[config.mk]
export PLATFORM = sky130hd
export DESIGN_NAME = fir_out_requant
export DESIGN_NICKNAME = d
export VERILOG_FILES = /design/src/rtl/fir_out_requant.sv
export SDC_FILE = /design/constraint.sdc
export NUM_CORES = 1
export LEC_CHECK = 0
export BUFFER_PORTS_ARGS = -buffer_cell sky130_fd_sc_hd__buf_2
export CELL_PAD_IN_SITES_DETAIL_PLACEMENT = 2
export CELL_PAD_IN_SITES_GLOBAL_PLACEMENT = 2
export CORE_AREA = 8 8 131 133
export CTS_BUF_LIST = sky130_fd_sc_hd__clkbuf_8
export CTS_CLUSTER_SIZE = 10
export DETAILED_ROUTE_END_ITERATION = 8
export DIE_AREA = 0 0 139 141
export HOLD_SLACK_MARGIN = 0.03
export PLACE_DENSITY = 0.64
export SYNTH_ARGS = -nofsm -noshare
export SYNTH_HDL_FRONTEND = slang
export SYNTH_SLANG_ARGS = --single-unit
[constraint.sdc]
create_clock -name clk -period 2.2 [get_ports clk]
set_input_delay 0.44 -clock clk [delete_from_list [all_inputs] [get_ports clk]]
set_output_delay 0.44 -clock clk [all_outputs]
set_load 0.05 [all_outputs]
[src/rtl/fir_out_requant.sv]
// fir_out_requant
// Requantises serial-FIR results to OUT_W bits with round-half-up and
// saturation, decimates by DEC, and buffers kept samples in a
// first-word-fall-through FIFO with sticky saturation/overflow flags.

module fir_out_requant #(
   parameter int IN_W  = 29,
   parameter int OUT_W = 12,
   parameter int SHIFT = 17,
   parameter int DEC   = 2,
   parameter int DEPTH = 8
) (
   input  logic                       clk,
   input  logic                       rst,
   input  logic                       clr,
   input  logic                       valid,
   input  logic signed [IN_W-1:0]     yout,
   output logic signed [OUT_W-1:0]    dout,
   output logic                       dout_valid,
   input  logic                       dout_ready,
   output logic [$clog2(DEPTH):0]     level,
   output logic                       sat_flag,
   output logic                       ovf_flag
);

   localparam int SUM_W  = IN_W + 1;
   localparam int AW     = $clog2(DEPTH);
   localparam int LW     = AW + 1;
   localparam int DCNT_W = (DEC > 1) ? $clog2(DEC) : 1;

   localparam logic signed [SUM_W-1:0] ROUND_C = SUM_W'(1) << (SHIFT - 1);
   localparam logic signed [SUM_W-1:0] MAX_V   = (SUM_W'(1) << (OUT_W - 1)) - SUM_W'(1);
   localparam logic signed [SUM_W-1:0] MIN_V   = SUM_W'(0) - (SUM_W'(1) << (OUT_W - 1));
   localparam logic [DCNT_W-1:0]       DCNT_LAST = DCNT_W'(DEC - 1);
   localparam logic [LW-1:0]           LEVEL_FULL = LW'(DEPTH);

   logic signed [SUM_W-1:0] w_sum;
   logic signed [SUM_W-1:0] w_shifted;
   logic signed [OUT_W-1:0] w_satVal;
   logic                    w_clamp;
   logic                    w_satEvent;

   logic signed [OUT_W-1:0] r_s1Data;
   logic                    r_s1Keep;
   logic [DCNT_W-1:0]       r_dcnt;

   logic signed [OUT_W-1:0] r_mem [DEPTH];
   logic [AW-1:0]           r_wptr;
   logic [AW-1:0]           r_rptr;
   logic [LW-1:0]           r_level;
   logic                    r_satFlag;
   logic                    r_ovfFlag;

   logic                    w_full;
   logic                    w_empty;
   logic                    w_pop;
   logic                    w_wrAccept;
   logic                    w_ovfEvent;

   // The sum is one bit wider than the input so adding the rounding
   // constant can never wrap before the arithmetic shift.
   assign w_sum     = SUM_W'(yout) + ROUND_C;
   assign w_shifted = w_sum >>> SHIFT;

   // Clamp the shifted value into the signed output range and note clamping.
   always_comb begin
      w_satVal = w_shifted[OUT_W-1:0];
      w_clamp  = 1'b0;
      if (w_shifted > MAX_V) begin
         w_satVal = MAX_V[OUT_W-1:0];
         w_clamp  = 1'b1;
      end else if (w_shifted < MIN_V) begin
         w_satVal = MIN_V[OUT_W-1:0];
         w_clamp  = 1'b1;
      end
   end

   assign w_satEvent = valid && w_clamp;

   // Stage 1: register every requantised sample and decide whether the
   // decimator keeps it; the keep bit is a one-cycle write request.
   always_ff @(posedge clk or posedge rst) begin
      if (rst) begin
         r_s1Data <= '0;
         r_s1Keep <= 1'b0;
         r_dcnt   <= '0;
      end else begin
         r_s1Keep <= valid && (r_dcnt == '0);
         if (valid) begin
            r_s1Data <= w_satVal;
            r_dcnt   <= (r_dcnt == DCNT_LAST) ? '0 : r_dcnt + DCNT_W'(1);
         end
      end
   end

   assign w_full     = (r_level == LEVEL_FULL);
   assign w_empty    = (r_level == '0);
   assign w_pop      = !w_empty && dout_ready;
   // A pop frees the head slot on the same edge, so a full FIFO can still
   // take the incoming sample when it is being read.
   assign w_wrAccept = r_s1Keep && (!w_full || w_pop);
   assign w_ovfEvent = r_s1Keep && w_full && !w_pop;

   // Stage 2: storage array write; contents behind the pointers are never
   // observable, so the array itself needs no reset.
   always_ff @(posedge clk) begin
      if (w_wrAccept) begin
         r_mem[r_wptr] <= r_s1Data;
      end
   end

   // Pointer and occupancy bookkeeping; pointers wrap naturally at DEPTH.
   always_ff @(posedge clk or posedge rst) begin
      if (rst) begin
         r_wptr  <= '0;
         r_rptr  <= '0;
         r_level <= '0;
      end else begin
         if (w_wrAccept) begin
            r_wptr <= r_wptr + AW'(1);
         end
         if (w_pop) begin
            r_rptr <= r_rptr + AW'(1);
         end
         case ({w_wrAccept, w_pop})
            2'b10:   r_level <= r_level + LW'(1);
            2'b01:   r_level <= r_level - LW'(1);
            default: r_level <= r_level;
         endcase
      end
   end

   // Sticky flags: a new event wins over a coincident clear.
   always_ff @(posedge clk or posedge rst) begin
      if (rst) begin
         r_satFlag <= 1'b0;
         r_ovfFlag <= 1'b0;
      end else begin
         if (w_satEvent) begin
            r_satFlag <= 1'b1;
         end else if (clr) begin
            r_satFlag <= 1'b0;
         end
         if (w_ovfEvent) begin
            r_ovfFlag <= 1'b1;
         end else if (clr) begin
            r_ovfFlag <= 1'b0;
         end
      end
   end

   // Fall-through head: dout is forced to zero whenever nothing is stored,
   // which also gives the zero value straight out of reset.
   assign dout       = w_empty ? '0 : r_mem[r_rptr];
   assign dout_valid = !w_empty;
   assign level      = r_level;
   assign sat_flag   = r_satFlag;
   assign ovf_flag   = r_ovfFlag;

endmodule

== Yosys cells after proc, flatten, opt, wreduce, memory -nomap -nowiden ==
Memory sizes are Yosys's and may differ from the RTL's.
Index checks and enable logic that the tools add are counted.
Storage, ports and cells
  register bits: 26
  memories kept: 1
  input port bits: 34
  RAM bits: 96
  logic and storage cells: 47
Memory list
  r_mem: depth 8, bits a word 12, read ports 1, clocked after memory_dff 0, wr ports 1, RTL line 47  | logic signed [OUT_W-1:0] r_mem [DEPTH];
Operators by class
  add/sub/neg operators: 6
  mux-type cells: 12
  reductions and logical operators: 14
  equal/unequal tests: 3
  $lt $le $gt $ge: 2
  bitwise operators: 1
Operators with widths (count)
  $mux W12: 3
  $add A29 B18 Y30 const B: 1
  $gt A13 B12 Y1 const B: 1
  $lt A13 B12 Y1 const B: 1
  $mux W1: 8
  $pmux W4 S2: 1
  $add A3 B1 Y3 const B: 2
  $logic_and A1 B1 Y1: 6
  $reduce_bool A2 Y1: 3
  $add A4 B1 Y4 const B: 1
  $eq A4 B4 Y1 const B: 1
  $logic_not A4 Y1: 1
  $sub A4 B1 Y4 const B: 1
  $logic_not A1 Y1: 3
  $eq A2 B1 Y1 const B: 1
  $eq A2 B2 Y1 const B: 1
  $add A1 B1 Y1 const B: 1
  $logic_or A1 B1 Y1: 1
  $not A1 Y1: 1

== Longest topological paths before layout ==
  depth in word-level cells: 7
  depth in mapped cells: 10
  mapped depth without buffers: 10

== Worst setup path after synthesis ==
OpenSTA, ideal clock, no wires.
  path type: reg-to-reg
  start point: register r_level[0] (netlist: level[0])
  end point: register r_level[3] (netlist: level[3])
  clock period less this slack: 2775 ps
  setup time: 145 ps
  path buffers: 0
  arrival time: 2630 ps
  data required time: 2055 ps
  cell stages (with the launch flop): 11
  slack: -575 ps
  cells stage by stage: dfrtp_1 -> or3_4 -> nor2_4 -> inv_2 -> and2_4 -> ha_1 -> ha_1 -> a21o_1 -> a21oi_1 -> mux2i_1 -> xnor2_1
Between the ends
  word-level cells in the longest chain between the ends: 7
Ends and longest elaborated chain
  start: declaration: RTL line 50  | logic [LW-1:0] r_level;
  start signal: assignment: RTL line 126  | 2'b10: r_level <= r_level + LW'(1);
  start signal: assignment: RTL line 127  | 2'b01: r_level <= r_level - LW'(1);
  start signal: assignment: RTL line 128  | default: r_level <= r_level;
  $logic_not A4 Y1 *: RTL line 97  | assign w_empty = (r_level == '0);
  $logic_not A1 Y1 *
  via dout_valid: RTL line 19  | output logic dout_valid,
  $logic_and A1 B1 Y1 *: RTL line 98  | assign w_pop = !w_empty && dout_ready;
  $logic_or A1 B1 Y1: RTL line 101  | assign w_wrAccept = r_s1Keep && (!w_full || w_pop);
  $logic_and A1 B1 Y1: RTL line 101
  $eq A2 B1 Y1 or $eq A2 B2 Y1 (tied branches): RTL line 125  | case ({w_wrAccept, w_pop})
  $pmux W4 S2 or $reduce_bool A2 Y1 (tied branches)
Mark *: on every way through the listed nets, which the timed path passes. The rest lies on a longest branch.
A chain may end at the register's enable or synchronous reset.

== Worst setup path in the final report ==
  start point: register r_rptr[0]
  end point: output dout[4]
Between the ends
  word-level cells in the longest chain between the ends: 2
Ends and longest elaborated chain
  start: declaration: RTL line 49  | logic [AW-1:0] r_rptr;
  start signal: assignment: RTL line 123  | r_rptr <= r_rptr + AW'(1);
  $mem_v2 Z8 W12
  $mux W12: RTL line 154  | assign dout = w_empty ? '0 : r_mem[r_rptr];
  end: declaration: RTL line 18  | output logic signed [OUT_W-1:0] dout,
Every way passes these cells.

==> results.tsv <==
stage	metric	value	unit
finish	most-common-layout-cells	sky130_fd_sc_hd__edfxtp_1 (96), sky130_fd_sc_hd__nor2_1 (25), sky130_fd_sc_hd__buf_4 (25)	
timing	finalCriticalPeriod	2.45	ns
clock_tree	h-tree-depth	4	
clock_tree	insertion_delay	0.43	ns
logic_synthesis	postSynthNetCount	357	
route	detail_route.vias_per_cell	5.10	
finish	design_area	6370	µm²
route	detail_route.wl_per_cell	21.2	µm
finish	areaGrowthSynthToFinish	23.0	%
critical_path	start_kind	flip-flop	
critical_path	path_class	flip-flop to output port	
global_routing	pin_count_of_the_biggest_net_entering_global_routing	27	
logic_synthesis	synth.distinct_cells	47	
critical_path	path_max_fanout	6	
floorplan	fp.dieArea	19600	µm²
floorplan	core-area	15000	µm²
timing	max_clock_freq	407	MHz
timing	totalNegativeSetupSlack	-2.51	ns
finish	final_layout_size_suffix_gt1_share	35.5	%
critical_path	reg2reg_setup_slack	-0.10	ns
route	totalWireLength	12500	µm
route	drc_errors	0	
global_routing	grt_use_total	13.5	%
logic_synthesis	synth_warnings	0	
placement	placement.io_buffers	36	
clock_tree	cts_inserted_buffers	17	
clock_tree	tritoncts	done	
floorplan	starting_density_of_the_core	34.6	%
route	detailedRoute.firstPassIterationCount	4	
critical_path	timing.rr.start	level[0]	
placement	dp_hpwl	8470	µm
critical_path	r2r-end	level[3]	
route	route.vias.total	2996	
critical_path	cp_slowest_cell	sky130_fd_sc_hd__mux4_2	
timing	finalSetupViolations	13	
min_path	hold_path.class	input pin to async pin	
pwr	total_leakage_power	2.30	nW
logic_synthesis	synthesis.area	5170	µm²
pwr	power_per_cell_area	1370	nW/µm²
logic_synthesis	proportion_of_synthesized_chip_area_in_sequential_cells	68.3	%
placement	gp_routability_congestion	0.776	
global_routing	via_count_of_the_first_global_routing_pass	3456	
critical_path	cells_traversed_along_the_worst_timing_path	buf_12 > buf_12 > mux4_2 > mux2i_1 > nor2_1 > buf_6	
timing	timing.final.crit_share	112	%
finish	mostFrequentLayoutCell	sky130_fd_sc_hd__edfxtp_1	
critical_path	crit_required	1.76	ns
placement	pre_cts_ws	-0.0843	ns
clock_tree	clk_pin_slew	0.07	ns
finish	final_cells	588	
logic_synthesis	synth_edf_count	96	
floorplan	boundaryPins	53	
finish	num-nets-final	428	
critical_path	critPathMostFrequentCell	sky130_fd_sc_hd__buf_12	
timing	hold_violations	0	
timing	fin_hold_ws	0.0511	ns
critical_path	critical-path-max-stage-delay	0.50	ns
timing	grt_setup_unrepaired	yes	
logic_synthesis	yosys_register_bits	122	
pwr	post-layout-total-power	8.73	mW
logic_synthesis	post_synth_inst_count	316	
floorplan	die_height	141	µm
status	status	finished with violations	
finish	antennaDiodeCount	0	
global_routing	grt_first_pass_wirelength	19800	µm
timing	slew-limit-headroom	75.9	%
clock_tree	clock_tree.root_cell	sky130_fd_sc_hd__clkbuf_8	
global_routing	antenna_found_initial	0	
logic_synthesis	async_flop_share	21.3	%
pwr	ir_drop	0.407	mV
clock_tree	cts.sink_count	122	
global_routing	grt_residual_overflow	0	
route	postRouteAntennaNets	0	
placement	dp.cells	552	
timing	finalWorstSetupSlack	-0.255	ns
placement	placed_cell_area	5810	µm²
logic_synthesis	synthFlopType	sky130_fd_sc_hd__edfxtp_1	
critical_path	worstPathArrival	2.01	ns
logic_synthesis	syn_area_per_cell	16.4	µm²
finish	finish.utilization	42.5	%
critical_path	worstSetupEndpointType	output port	
timing	worst_slew_pin_slew	0.362	ns
timing	drv_slew	0	
timing	fin_skew	0.0112	ns
critical_path	worst-r2r-cell-count	10	
floorplan	dieWidth	139	µm
status	failed_checks	setup timing	
floorplan	fp-row-count	45	
clock_tree	ctsLongestPathBuffers	2	
route	drt-initial-drc-count	105	
job	cap_viol_max_count	0	
[layer usage]
metal | track usage (%) | up-vias | share of wire, %
met4 | 5.55 | 0 | 1.3
met2 | 23.3 | 50 | 52
met1 | 15.8 | 1566 | 44
li1 | - | 1368 | -
met3 | 3.34 | 12 | 2.9
met5 | 0 | - | 0
[where the power goes]
part | total (mW) | switching [mW] | internal [mW] | leakage (nW)
logic | 3.86 | 2.16 | 1.69 | 0.943
clock network | 1.81 | 0.849 | 0.963 | 0.190
registers | 3.06 | 0.210 | 2.85 | 1.16
[cells in the mapped netlist (all sizes together) (5+ instances only)]
cell    number  area (µm²)
buf          8        45.0
nand4        5        37.5
xor2         7        61.3
clkbuf       8        30.0
nand3        5        25.0
mux4        24         541
nand2       11        41.3
nor2        30         120
o21ai        6        33.8
ha           6        75.1
dfrtp       26         651
a21oi        6        30.0
mux2i       14         140
inv         12        45.0
edfxtp      96        2880
xnor2        6        52.6
[state kept, by name, summed over array words and instances (netlist names)]
name      cells
r_wptr        3
r_mem        96
ovf_flag      1
sat_flag      1
r_dcnt        1
r_s1Keep      1
r_s1Data     12
level         4
r_rptr        3
[worst max path at each step]
stage	start	endpoint	slack, ns	cells after the start
floorplan	level[1]	level[3]	-0.28	10
global placement	level[1]	level[3]	-0.05	10
detailed placement	level[1]	level[3]	-0.08	10
CTS	r_rptr[0]	dout[1]	-0.29	5
global route	r_rptr[0]	dout[4]	-0.33	6
finish	r_rptr[0]	dout[4]	-0.25	6
[cell families after synthesis]
family / share of synthesized area [%]
AOI/OAI and AO/OA: 4.69
adders and majority gates: 1.84
and+or+nand+nor: 7.01
muxes: 13.7
DFF: 68.3
buffers and inverters: 2.32
xor gates and xnor gates: 2.20
[critical path, delay by kind of cell (launching register included)]
| family | cells | cell delay [ns] |
|---|---|---|
| multiplexers | 2 | 0.71 |
| buffers and inverters | 3 | 0.43 |
| flip-flops | 1 | 0.37 |
| AND/OR/NAND/NOR | 1 | 0.08 |
[layout make-up]
class,instances,area (µm²)
Fill cell,1453,8610
Sequential cell,122,3540
Multi-Input combinational cell,166,1600
Timing Repair Buffer,68,592
Tap cell,188,235
Clock buffer,17,234
Clock inverter,15,118
Inverter,12,50.0
[timing repair]
item,4_1_cts,5_1_grt
setup endpoints to repair,15,16
hold buffers,0,0
gates cloned,0,2
resized for setup,18,26
pin swaps,3,1
buffers inserted,1,1
Note: power is estimated with default switching activity, not from simulation.
